## src/rtl/param_entry_ctrl_if.sv

```systemverilog
// Arming handshake between the entry controller (master) and the main bottling machine (slave).
// Carries the BCD targets, the one-cycle start request and the lock level.
interface param_entry_ctrl_if;
  logic        lock;
  logic [11:0] tgt_pills;
  logic [7:0]  tgt_bottles;
  logic        start_pulse;

  modport master (input lock, output tgt_pills, output tgt_bottles, output start_pulse);
  modport slave  (output lock, input tgt_pills, input tgt_bottles, input start_pulse);
endinterface

```

## src/rtl/param_entry_ctrl.sv

```systemverilog
// Front-panel key debounce, BCD target entry and start arming for the bottling machine.
// Optional inc auto-repeat is compiled in when AUTO_REPEAT_EN is defined.
module param_entry_ctrl #(
  parameter int DEB_MS    = 20,
  parameter int ACK_TO    = 100,
  parameter int REJ_MS    = 300,
  parameter int RPT_DELAY = 500,
  parameter int RPT_RATE  = 100
) (
  input  logic                clk_1khz,
  input  logic                rst_n,
  input  logic                btn_sel,
  input  logic                btn_inc,
  input  logic                btn_start,
  input  logic                btn_clr,
  param_entry_ctrl_if.master  arm,
  output logic [2:0]          cursor,
  output logic [4:0]          flicker_mask,
  output logic                err,
  output logic                beep_req
);

  localparam int K_SEL   = 0;
  localparam int K_INC   = 1;
  localparam int K_START = 2;
  localparam int K_CLR   = 3;

  localparam int DW   = $clog2(DEB_MS + 1);
  localparam int TMAX = (ACK_TO > REJ_MS) ? ACK_TO : REJ_MS;
  localparam int TW   = $clog2(TMAX + 1);

  localparam logic [DW-1:0] DEB_LAST = DW'(DEB_MS - 1);
  localparam logic [TW-1:0] ACK_LAST = TW'(ACK_TO - 1);
  localparam logic [TW-1:0] REJ_LAST = TW'(REJ_MS - 1);

  typedef enum logic [1:0] {EDIT, ARMED, LOCKED, REJECT} state_t;

  state_t        state, state_d;
  logic [TW-1:0] timer, timer_d;
  logic [2:0]    cursor_d;
  logic [3:0]    digits   [5];
  logic [3:0]    digits_d [5];
  logic [4:0]    flicker_d;
  logic          start_d, err_d, beep_d;

  logic [3:0]    keys, sync1, sync2, key_lvl, press;
  logic [DW-1:0] deb_cnt [4];
  logic          ev_inc;
  logic          pills_zero, bottles_zero;

  assign keys = {btn_clr, btn_start, btn_inc, btn_sel};

  // Debounced level follows the synchronized key only after DEB_MS stable mismatching cycles.
  always_ff @(posedge clk_1khz or negedge rst_n) begin
    if (!rst_n) begin
      sync1   <= '0;
      sync2   <= '0;
      key_lvl <= '0;
      press   <= '0;
      for (int i = 0; i < 4; i++) deb_cnt[i] <= '0;
    end else begin
      sync1 <= keys;
      sync2 <= sync1;
      for (int i = 0; i < 4; i++) begin
        press[i] <= 1'b0;
        if (sync2[i] == key_lvl[i]) begin
          deb_cnt[i] <= '0;
        end else if (deb_cnt[i] == DEB_LAST) begin
          deb_cnt[i] <= '0;
          key_lvl[i] <= sync2[i];
          press[i]   <= sync2[i];
        end else begin
          deb_cnt[i] <= deb_cnt[i] + 1'b1;
        end
      end
    end
  end

`ifdef AUTO_REPEAT_EN
  localparam int RMAX = (RPT_DELAY > RPT_RATE) ? RPT_DELAY : RPT_RATE;
  localparam int RW   = $clog2(RMAX + 1);
  localparam logic [RW-1:0] DLY_LAST  = RW'(RPT_DELAY - 1);
  localparam logic [RW-1:0] RATE_LAST = RW'(RPT_RATE - 1);

  logic          rpt_active, rpt_active_d;
  logic          rpt_first, rpt_first_d;
  logic [RW-1:0] rpt_cnt, rpt_cnt_d;
  logic          rpt_fire;

  assign rpt_fire = rpt_active && key_lvl[K_INC] && (state == EDIT) &&
                    (rpt_cnt == (rpt_first ? DLY_LAST : RATE_LAST));
  assign ev_inc   = press[K_INC] | rpt_fire;

  // Repeat timer restarts on every acted inc; anything that leaves EDIT or outranks inc cancels it.
  always_comb begin
    rpt_active_d = 1'b0;
    rpt_cnt_d    = '0;
    rpt_first_d  = rpt_first;
    if ((state == EDIT) && (state_d == EDIT) && key_lvl[K_INC] &&
        !press[K_CLR] && !press[K_START]) begin
      if (ev_inc) begin
        rpt_active_d = 1'b1;
        rpt_first_d  = press[K_INC];
      end else if (rpt_active) begin
        rpt_active_d = 1'b1;
        rpt_cnt_d    = rpt_cnt + 1'b1;
      end
    end
  end

  always_ff @(posedge clk_1khz or negedge rst_n) begin
    if (!rst_n) begin
      rpt_active <= 1'b0;
      rpt_first  <= 1'b0;
      rpt_cnt    <= '0;
    end else begin
      rpt_active <= rpt_active_d;
      rpt_first  <= rpt_first_d;
      rpt_cnt    <= rpt_cnt_d;
    end
  end
`else
  logic unused_rpt;
  assign unused_rpt = ^{32'(RPT_DELAY), 32'(RPT_RATE)};
  assign ev_inc     = press[K_INC];
`endif

  assign pills_zero   = (digits[0] == 4'd0) && (digits[1] == 4'd0) && (digits[2] == 4'd0);
  assign bottles_zero = (digits[3] == 4'd0) && (digits[4] == 4'd0);

  // Next state and next register values; only the highest-priority event in EDIT is acted on.
  always_comb begin
    state_d  = state;
    timer_d  = timer;
    cursor_d = cursor;
    digits_d = digits;
    start_d  = 1'b0;
    err_d    = 1'b0;
    beep_d   = 1'b0;
    case (state)
      EDIT: begin
        if (arm.lock) begin
          state_d = LOCKED;
        end else if (press[K_CLR]) begin
          for (int i = 0; i < 5; i++) digits_d[i] = 4'd0;
          cursor_d = 3'd0;
          beep_d   = 1'b1;
        end else if (press[K_START]) begin
          beep_d  = 1'b1;
          timer_d = '0;
          if (pills_zero || bottles_zero) begin
            state_d = REJECT;
            err_d   = 1'b1;
          end else begin
            state_d = ARMED;
            start_d = 1'b1;
          end
        end else if (ev_inc) begin
          digits_d[cursor] = (digits[cursor] >= 4'd9) ? 4'd0 : digits[cursor] + 4'd1;
          beep_d = 1'b1;
        end else if (press[K_SEL]) begin
          cursor_d = (cursor == 3'd4) ? 3'd0 : cursor + 3'd1;
          beep_d   = 1'b1;
        end
      end
      ARMED: begin
        if (arm.lock) begin
          state_d = LOCKED;
        end else if (timer == ACK_LAST) begin
          state_d = EDIT;
          err_d   = 1'b1;
        end else begin
          timer_d = timer + 1'b1;
        end
      end
      LOCKED: begin
        if (!arm.lock) state_d = EDIT;
      end
      REJECT: begin
        if (timer == REJ_LAST) begin
          state_d = EDIT;
        end else begin
          timer_d = timer + 1'b1;
          err_d   = 1'b1;
        end
      end
      default: state_d = EDIT;
    endcase
    flicker_d = (state_d == EDIT) ? (5'b00001 << cursor_d) : 5'b00000;
  end

  always_ff @(posedge clk_1khz or negedge rst_n) begin
    if (!rst_n) begin
      state           <= EDIT;
      timer           <= '0;
      cursor          <= 3'd0;
      for (int i = 0; i < 5; i++) digits[i] <= 4'd0;
      flicker_mask    <= 5'b00001;
      arm.start_pulse <= 1'b0;
      err             <= 1'b0;
      beep_req        <= 1'b0;
    end else begin
      state           <= state_d;
      timer           <= timer_d;
      cursor          <= cursor_d;
      digits          <= digits_d;
      flicker_mask    <= flicker_d;
      arm.start_pulse <= start_d;
      err             <= err_d;
      beep_req        <= beep_d;
    end
  end

  assign arm.tgt_pills   = {digits[0], digits[1], digits[2]};
  assign arm.tgt_bottles = {digits[3], digits[4]};

endmodule

```

## src/flat_wrapper.sv

```systemverilog
// flat-port wrapper written by rule: the top's interface ports become plain ports
module param_entry_ctrl_flat 
#(
  parameter int DEB_MS    = 20,
  parameter int ACK_TO    = 100,
  parameter int REJ_MS    = 300,
  parameter int RPT_DELAY = 500,
  parameter int RPT_RATE  = 100
)
  (clk_1khz, rst_n, btn_sel, btn_inc, btn_start, btn_clr, cursor, flicker_mask, err, beep_req, arm_lock, arm_tgt_pills, arm_tgt_bottles, arm_start_pulse);
  param_entry_ctrl_if arm_i ();
  input  logic clk_1khz;
  input  logic rst_n;
  input  logic btn_sel;
  input  logic btn_inc;
  input  logic btn_start;
  input  logic btn_clr;
  output logic [2:0] cursor;
  output logic [4:0] flicker_mask;
  output logic err;
  output logic beep_req;
  input wire logic [$bits(arm_i.lock)-1:0] arm_lock;
  output wire logic [$bits(arm_i.tgt_pills)-1:0] arm_tgt_pills;
  output wire logic [$bits(arm_i.tgt_bottles)-1:0] arm_tgt_bottles;
  output wire logic [$bits(arm_i.start_pulse)-1:0] arm_start_pulse;
  assign arm_i.lock = arm_lock;
  assign arm_tgt_pills = arm_i.tgt_pills;
  assign arm_tgt_bottles = arm_i.tgt_bottles;
  assign arm_start_pulse = arm_i.start_pulse;
  param_entry_ctrl #(.DEB_MS(DEB_MS), .ACK_TO(ACK_TO), .REJ_MS(REJ_MS), .RPT_DELAY(RPT_DELAY), .RPT_RATE(RPT_RATE)) u_core (.clk_1khz(clk_1khz), .rst_n(rst_n), .btn_sel(btn_sel), .btn_inc(btn_inc), .btn_start(btn_start), .btn_clr(btn_clr), .arm(arm_i), .cursor(cursor), .flicker_mask(flicker_mask), .err(err), .beep_req(beep_req));
endmodule
```

## config.mk

```make
export PLATFORM = sky130hd
export DESIGN_NAME = param_entry_ctrl_flat
export DESIGN_NICKNAME = d
export VERILOG_FILES = /design/src/rtl/param_entry_ctrl_if.sv /design/src/rtl/param_entry_ctrl.sv /design/src/flat_wrapper.sv
export SDC_FILE = /design/constraint.sdc
export NUM_CORES = 1
export LEC_CHECK = 0
export BUFFER_PORTS_ARGS = -buffer_cell sky130_fd_sc_hd__buf_2
export CAP_MARGIN = 15
export CORE_ASPECT_RATIO = 1.25
export CORE_UTILIZATION = 58
export CTS_CLUSTER_SIZE = 10
export DETAILED_ROUTE_END_ITERATION = 6
export HOLD_SLACK_MARGIN = 0.03
export PLACE_DENSITY = 0.85
export SYNTH_ARGS = -nofsm -noshare
export SYNTH_HDL_FRONTEND = slang
export SYNTH_SLANG_ARGS = --single-unit
```

## constraint.sdc

```tcl
create_clock -name clk_1khz -period 2.56 [get_ports clk_1khz]
set_clock_uncertainty 0.05 [all_clocks]
set_input_delay 0.128 -clock clk_1khz [delete_from_list [all_inputs] [get_ports clk_1khz]]
set_output_delay 0.128 -clock clk_1khz [all_outputs]
set_load 0.03 [all_outputs]
```

=== Word level (Yosys, flattened, before mapping) ===
Index checks and enable logic that the tools add are counted.

* $lt $le $gt $ge: 3
* Shift-type cells: 1
* $add $sub $neg: 7
* Reduce and logical (&&, ||, !) cells: 20
* Bitwise gates (word level): 6
* Muxes and demuxes: 69
* Equal/unequal tests: 21

{| class="wikitable"
|+ Operators with widths
! cell !! number
|-
| 20-bit two-way mux || 3
|-
| 9-bit two-way mux || 6
|-
| 5-bit two-way mux || 9
|-
| 9-bit one-hot mux with 3 select lines || 1
|-
| 1-bit two-way mux || 26
|-
| 3-bit two-way mux || 7
|-
| 5-bit by 1-bit adder with 5-bit output, second input constant || 4
|-
| 20-bit bitwise mux || 1
|-
| 5-bit equality test, second input constant || 4
|-
| 4-bit logical NOT || 5
|-
| 2-bit two-way mux || 8
|-
| 4-bit two-way mux || 4
|-
| 4-bit binary-select mux with 3-bit select || 1
|-
| 4-bit demux with 3-bit select || 1
|-
| 2-bit inequality test, second input constant || 5
|-
| 9-bit by 1-bit adder with 9-bit output, second input constant || 1
|-
| 9-bit by 7-bit equality test with 1-bit output, second input constant || 1
|-
| 9-bit equality test, second input constant || 1
|-
| 4-bit greater-or-equal comparator, second input constant || 2
|-
| 2-bit one-hot mux with 4 select lines || 1
|-
| 2-bit AND reduction || 4
|-
| 7-bit AND reduction || 1
|-
| 1-bit inverter || 5
|-
| 1-bit by 3-bit << shifter with 5-bit output, first input constant || 1
|-
| 16 further kinds || 25
|}

* Bits of input ports: 7
* Logic and storage cells: 150
* Output and inout bits: 31
* Flip-flop bits (word level): 78

=== Depth between registers and ports, before layout ===
Gate-level depths: netlist of the first run.

* Depth in word-level cells: 11
* Depth in mapped cells: 11
* Depth with buffers taken out: 9

=== Worst setup path before layout of the first run ===
No wires, ideal clock.

* Path type: register to register
* Start: register u_core.cursor[0]
* End: register u_core.digits (netlist bit u_core.arm.tgt_pills[11])
* Path slack: 0.008 ns
* Required time: 2.442 ns
* Stages on the path, launching flop included: 10
* Setup time: 0.068 ns
* Period minus slack after synthesis: 2.552 ns
* Arrival: 2.434 ns
* Path buffers: 1
* Cell sequence: dfrtp_1 > buf_2 > mux2_2 > a221o_1 > a21oi_2 > ha_1 > nand2b_1 > a2111o_1 > o31ai_2 > a32o_1

* Word-level cells in the longest chain between the ends: 10
* Elaborated cells between the ends (all ways): 16
* Classes of those cells: add/sub (1); order compare (3); mux (10); bitwise (1); reduce/logical (1)

{| class="wikitable"
|+ Ends and longest elaborated chain
! item !! line !! text
|-
| start, declared || param_entry_ctrl.sv:17 || <nowiki>output logic [2:0] cursor,</nowiki>
|-
| start signal, assigned || param_entry_ctrl.sv:205 || <nowiki>cursor <= cursor_d;</nowiki>
|-
| 3-bit inverter with 4-bit output * || param_entry_ctrl.sv:159 || <nowiki>digits_d[cursor] = (digits[cursor] >= 4'd9) ? 4'd0 : digits[cursor] + 4'd1;</nowiki>
|-
| 4-bit binary-select mux with 3-bit select || param_entry_ctrl.sv:159 ||
|-
| 4-bit two-way mux (implied by the code) (2 in a row) || param_entry_ctrl.sv:159 ||
|-
| 4-bit by 1-bit adder with 4-bit output / 4-bit greater-or-equal comparator (equally long branches) || param_entry_ctrl.sv:159 ||
|-
| 4-bit two-way mux || param_entry_ctrl.sv:159 ||
|-
| 20-bit bitwise mux * || param_entry_ctrl.sv:159 ||
|-
| 20-bit two-way mux * || param_entry_ctrl.sv:158 || <nowiki>end else if (ev_inc) begin</nowiki>
|-
| 20-bit two-way mux * || param_entry_ctrl.sv:148 || <nowiki>end else if (press[K_START]) begin</nowiki>
|-
| 20-bit two-way mux * || param_entry_ctrl.sv:144 || <nowiki>end else if (press[K_CLR]) begin</nowiki>
|-
| end signal, assigned || param_entry_ctrl.sv:206 || <nowiki>digits <= digits_d;</nowiki>
|-
| end, declared || param_entry_ctrl.sv:41 || <nowiki>logic [3:0] digits [5];</nowiki>
|}

Mark *: on every way between the ends. The rest lies on a longest branch, timed or not. The select of a mux whose other input is x is not followed.
A chain may end at the register's enable or synchronous reset.

=== Worst setup path after layout of the first run ===
* Start: register u_core.cursor[1]
* End: register u_core.digits (netlist bit u_core.arm.tgt_pills[7])

Same word-level chain as after synthesis.

==> results.ini, run 1 <==
[final_layout]
fin_cells = 498
n_antenna_cell = 0
layout-drive-gt1-share_pct = 21.5
final_core_util_pct = 69.9
area_growth_pct = 16.4
fin_nets = 425

[yosys]
yosys_warnings = 0
synth_nets = 373
yosys.cell_types.count = 55
syn_avg_cell_area_um2 = 10.4
synthCells = 356
yosys.area.top_type_share_pct = 52.0
netlist_area_um2 = 3700
synthArstFlopShare_pct = 100
synth_edf_count = 0
yosysTopAreaCell = dfrtp_1
seq_area_frac_synth_pct = 52.8
synthTopCellsByArea = dfrtp_1 52%, nand2_1 4.2%, ha_1 3.4%
synth-main-ff-cell = dfrtp_1
ys_ff_latch = 78

[cts]
clock_path_buffers = 2
cts_tree = built
clk_latency_ns = 0.35
cts.htree.levels = 3
numCtsBuffers = 9
cts-root-buf = clkbuf_8
cts.sinks = 78
cts.clk_slew.worst_paths_ns = 0.08
cts_setup_buffers = 0

[global_routing]
first_global_vias = 2783
gr-total-overflow = 0
grt_pass1_wl_mm = 13.1
grt_usage_pct = 25.6
antenna_found_initial = 0
grt_max_degree = 79

[timing]
fin_crit_sh_pct = 95.5
worst_slew_pin_slew_ns = 0.956
grt_setup_unrepaired = false
fin_tns_setup_ns = 0
setup_viol = 0
fmax_mhz = 409
min_period_ns = 2.45
slew_headroom_pct = 36.2
maxSlewViolCount = 0
finalHoldViolCount = 0

[power]
comb_power_share_pct = 5.0
p_clk_share_pct = 39.5
p_leak_nw = 2.03
peakVddDrop_mv = 0.466
switching_share_pct = 23.8
power_frac_seq_pct = 55.4
p_sw_mw = 0.561
finalPower_mw = 2.36
powerDensity_nw_per_um2 = 548
intPower_mw = 1.80

[detailed_routing]
via_count = 2900
routed_via_density = 5.82
drcViolationCount = 0
wire_per_inst_um = 15.8
drt_first_pass_iters = 4
ant_nets = 0
drtIter0Drc = 278
wl_mm = 7.89

[floorplanning]
ios = 38
initial_utilization_pct = 60.0
core_um2 = 6170
die_w_um = 73.5
die_area_um2 = 6710
fp.dieH_um = 91.3
rows = 32

[critical_path]
crit_type = register to register
start_kind = register
crit_required_ns = 2.79
critPathMaxFanout = 7
critPathCaptureType = register
critical_path_arrival_ns = 2.67

[job]
max_cap_viol_count = 0

[place]
io_buffers = 37
gp_congestion = 0.925
dp_cells = 477
hpwlAfterDp_mm = 5.74

[status]
outcome = complete, no violations

[hold_path]
hp-class = primary input to register

registers in the layout, summed over array words and instances, names as in the netlist:
signal / count
u_core.cursor: 3
u_core.deb_cnt: 20
u_core.key_lvl: 4
u_core.sync2: 4
u_core.timer: 9
u_core.state: 2
u_core.flicker_mask: 5
u_core.sync1: 4
u_core.err: 1
u_core.arm.start_pulse: 1
u_core.press: 4
u_core.arm.tgt_bottles: 8
u_core.arm.tgt_pills: 12
u_core.beep_req: 1
Yosys cell counts (all sizes together), types with 2 or more instances:
cell type   n
a21oi       5
o21ai      28
inv        10
nor2       27
a22oi       2
o21a        2
nand3      21
dfrtp      77
mux2i       3
nand2      41
a31oi       4
clkbuf      4
nor3       10
nor4bb      2
xnor2      11
nand2b      2
xor2        9
a211oi      4
or2         2
o31ai       3
nor2b       4
and2        9
o211ai      3
o32ai       2
or3         2
ha         10
a41oi       2
nor4        6
nor4b       2
nand4       5
a32o        5
buf         7
a221o       2
and3        4
nor3b       8
mux2        6
kinds of logic after synthesis:
family	count (synthesis)	share of synthesized area [%]
simple gates	148	21.1
flops	78	52.8
compound gates	70	13.0
buf+inv	21	2.37
xor+xnor	20	4.73
fa+ha+maj	10	3.38
mux	9	2.64
area by class of cell:
type,count,area [um^2]
clock inverters,6,68.8
fillers,479,1860
repair buffers,52,313
clock buffers,10,138
multi-input cells,257,1690
well taps,85,106
inverters,10,37.5
flip-flops and latches,78,1960
worst paths after layout:
check,depth (start not counted),slack [ns],startpoint,end
max,8,0.11,u_core.cursor[1]$_DFF_PN0_,u_core.arm.tgt_pills[7]$_DFFE_PN0P_
min reg2reg,0,0.30,u_core.sync1[0]$_DFF_PN0_,u_core.sync2[0]$_DFF_PN0_
min in group asynchronous,2,0.41,rst_n,u_core.arm.tgt_bottles[2]$_DFFE_PN0P_
min,3,0.21,arm_lock,u_core.flicker_mask[0]$_DFF_PN1_
max in group asynchronous,2,1.35,rst_n,u_core.cursor[2]$_DFF_PN0_
max reg2reg,8,0.11,u_core.cursor[1]$_DFF_PN0_,u_core.arm.tgt_pills[7]$_DFFE_PN0P_
through the flow:
| stage | setup WS [ns] | hold WS (ns) | cell area, um^2 |
|---|---|---|---|
| after detailed placement | 0.158 | 0.188 | 4020 |
| after global routing | 0.00296 | 0.217 | 4310 |
| after global placement | 0.204 | 0.186 | 4020 |
| final | 0.114 | 0.207 | 4310 |
| after CTS | 0.0991 | 0.185 | 4280 |
| after floorplan | 0.00755 | -0.218 | 3700 |
what timing repair did:
action                                 CTS  global route
resized for setup                        0             7
setup endpoints to repair                0            14
endpoints found under the hold margin   81             0
hold buffers                             5             0
layout by cell type, fill, tap and decap left out, types with 7 or more instances in the layout:
master	instances
o21ai_0	13
nor3_1	7
nor3b_1	8
and2_1	9
xor2_1	9
xnor2_1	11
o21ai_1	15
buf_2	36
nor2_1	27
nand3_1	21
ha_1	10
dfrtp_1	75
nand2_1	41
inv_1	10
clkbuf_8	10
buf_4	11
routing by layer:
metal / global-route usage (%) / part of all wire (%) / up-vias
met4: 10.7 / 2.2 / 0
met2: 41.4 / 52 / 107
li1: - / - / 1388
met1: 33.4 / 41 / 1388
met5: 0 / 0 / -
met3: 4.77 / 5.5 / 17
worst max-delay path: stages (launching register included):
cell	delay, ns
dfrtp_1	0.46
and3b_1	0.29
a221o_1	0.41
a21oi_4	0.18
ha_1	0.17
nand2b_1	0.09
a2111o_1	0.30
o31ai_2	0.16
a32o_2	0.28
power by group through the flow:
stage / Clock, mW / Combinational, mW / Sequential [mW]
2_1_floorplan: 0 / 0.0664 / 1.32
3_3_place_gp: 0 / 0.104 / 1.33
3_5_place_dp: 0 / 0.114 / 1.33
4_1_cts: 0.953 / 0.122 / 1.31
5_1_grt: 1.00 / 0.134 / 1.32
6_report: 0.933 / 0.118 / 1.31
No activity file was read; power rests on OpenSTA's default activity.
==> inputs of run 2 (changes only) <==
- CORE_MARGIN: default -> 2
- CORE_UTILIZATION: 58 -> 50
- GPL_TIMING_DRIVEN: default -> 0
- PLACE_DENSITY: 0.85 -> 0.75
==> results.ini, run 2 (synthesis results as in run 1) <==
[final_layout]
area_growth_pct = 21.4
fin_nets = 439  ; +3.3%
mostFrequentLayoutCell = dfrtp_1
n_antenna_cell = 0  ; unchanged
mostFrequentLayoutCells = 76 x dfrtp_1, 40 x nand2_1, 39 x buf_2, 27 x nor2_1, 21 x nand3_1
layout-drive-gt1-share_pct = 23.4  ; +1.9 points
largest_register_ffs = 20  ; unchanged
regMostFlops = u_core.deb_cnt

[detailed_routing]
via_count = 2943  ; +1.5%
wl_mm = 8.09  ; +2.6%
drtIter0Drc = 173  ; -38%
routed_via_density = 5.67  ; -2.6%
drcViolationCount = 0  ; unchanged
wire_per_inst_um = 15.6  ; -1.5%
ant_nets = 0  ; unchanged
drt_first_pass_iters = 4  ; unchanged

[place]
io_buffers = 37  ; unchanged
hpwlAfterDp_mm = 5.37  ; -6.4%
gp_congestion = 0.902  ; -2.5%

[floorplanning]
initial_utilization_pct = 50.9  ; -9.1 points
die_area_um2 = 8110  ; +21%
ios = 38  ; unchanged
rows = 35  ; +9.4%
die_w_um = 81.0  ; +10%
core_um2 = 7270  ; +18%
fp.dieH_um = 100  ; +9.7%

[power]
p_leak_nw = 2.08  ; +2.3%
powerDensity_nw_per_um2 = 543  ; -0.96%
comb_power_share_pct = 5.1  ; about the same
p_clk_share_pct = 41.3  ; +1.8 points
power_frac_seq_pct = 53.6  ; -1.8 points
p_sw_mw = 0.538  ; -4.2%
peakVddDrop_mv = 0.355  ; -24%
intPower_mw = 1.90  ; +5.6%
switching_share_pct = 22.1  ; -1.7 points

[cts]
clk_latency_ns = 0.34  ; about the same
cts.clk_slew.worst_paths_ns = 0.08  ; about the same
numCtsBuffers = 9  ; unchanged
clock_path_buffers = 2  ; unchanged
cts_tree = built
cts.htree.levels = 3  ; unchanged
cts-root-buf = clkbuf_8
cts.sinks = 78  ; unchanged

[critical_path]
crit_type = register to register
critPathCaptureType = register
critical_path_arrival_ns = 2.72  ; +0.05 ns
crit-reg2reg-launch = u_core.cursor[0]$_DFF_PN0_
reg2reg_setup_slack_ns = 0.02  ; -0.09 ns
critPathMaxFanout = 7  ; unchanged
reg2reg_to = u_core.arm.tgt_pills[11]$_DFFE_PN0P_
crit_required_ns = 2.74  ; -0.05 ns
start_kind = register
reg2regPathDepth = 9  ; +1

[global_routing]
gr-total-overflow = 0  ; unchanged
grt_max_degree = 60  ; -24%
antenna_found_initial = 0  ; unchanged
grt_usage_pct = 20.2  ; -5.4 points
first_global_vias = 2756  ; -0.97%
grt_pass1_wl_mm = 12.6  ; -3.3%

[job]
max_cap_viol_count = 0  ; unchanged

[hold_path]
hp-class = primary input to async pin

[timing]
worst_slew_pin_slew_ns = 0.748  ; -0.208 ns
fin_crit_sh_pct = 99.0  ; +3.5 points
setup_viol = 0  ; unchanged
fin_tns_setup_ns = 0  ; unchanged
maxSlewViolCount = 0  ; unchanged
min_period_ns = 2.54  ; +0.0894 ns
hold_ws_ns = 0.160  ; -0.0469 ns
slew_headroom_pct = 49.8  ; +14 points
finalHoldViolCount = 0  ; unchanged
fmax_mhz = 394  ; -3.5%

[status]
outcome = complete, no violations

[run 2: cell types whose count changed in the layout (fill, tap and decap cells not counted), sizes merged]
cell,previous run,this run
buf,47,57
bufinv,1,2
clkbuf,10,17
clkinv,3,0
clkinvlp,1,2
inv,11,9
[run 2: metal layers]
metal  GRT usage (%)  share of wire [%]  vias to the layer above  wire length (um)
met5               0                  0                        -                 0
met4            9.26                1.9                        0               156
met3            3.78                3.6                       15               290
met2            33.0                 52                       79              4170
met1            25.9                 43                     1435              3470
li1                -                  -                     1414                 -
[run 2: cell type report]
| type | instances | area [um^2] |
|---|---|---|
| Multi-Input combinational cell | 257 | 1740 |
| Clock inverter | 3 | 67.6 |
| Inverter | 10 | 41.3 |
| Buffer | 11 | 67.6 |
| Fill cell | 602 | 2780 |
| Tap cell | 92 | 115 |
| Clock buffer | 13 | 149 |
| Sequential cell | 78 | 1950 |
| Timing Repair Buffer | 55 | 355 |
[run 2: timing repair]
item / CTS / global route
resized for setup: 4 / 20
hold endpoints to repair: 81 / 0
hold buffers: 5 / 0
setup endpoints to repair: 20 / 20
buffers inserted: 2 / 10
pin swaps: 2 / 7
[run 2: power by group through the flow]
stage	clock network (mW)	registers [mW]	logic (mW)
global route	1.07	1.31	0.146
finish	1.01	1.31	0.124
global placement	0	1.33	0.108
CTS	1.02	1.31	0.127
detailed placement	0	1.33	0.121
floorplan	0	1.32	0.0664
[run 2: how the worst max path moves through the flow]
stage | startpoint | end | slack [ns] | cells past startpoint
after floorplan | u_core.cursor[0]$_DFF_PN0_ | u_core.arm.tgt_pills[11]$_DFFE_PN0P_ | 0.008 | 9
after global placement | u_core.cursor[0]$_DFF_PN0_ | u_core.arm.tgt_pills[6]$_DFFE_PN0P_ | -0.1 | 9
after detailed placement | u_core.cursor[0]$_DFF_PN0_ | u_core.arm.tgt_pills[4]$_DFFE_PN0P_ | -0.20 | 10
after CTS | u_core.cursor[0]$_DFF_PN0_ | u_core.arm.tgt_pills[11]$_DFFE_PN0P_ | 0.004 | 10
after global routing | u_core.cursor[1]$_DFF_PN0_ | u_core.arm.tgt_pills[0]$_DFFE_PN0P_ | -0.09 | 12
final | u_core.cursor[0]$_DFF_PN0_ | u_core.arm.tgt_pills[11]$_DFFE_PN0P_ | 0.02 | 9
[run 2: stage by stage]
stage          area, um^2  utilization [%]  total power, mW  instances  worst slack [ns]
6_report             4490             61.8             2.44        519            0.0249
5_1_grt              4490             61.8             2.53        519           -0.0920
4_1_cts              4340             59.6             2.46        509           0.00404
3_5_place_dp         4030             55.5             1.45        486            -0.199
3_3_place_gp         4000             55.1             1.44        485           -0.0963
2_1_floorplan        3700                -             1.39        356           0.00755
[run 2: worst max-delay path, stage by stage (launching register included)]
cell      delay (ns)
dfrtp_1         0.39
buf_6           0.15
mux2_2          0.34
a221o_1         0.36
a21oi_4         0.20
ha_1            0.20
nand2b_4        0.16
a2111o_1        0.17
o31ai_4         0.13
a32o_1          0.28
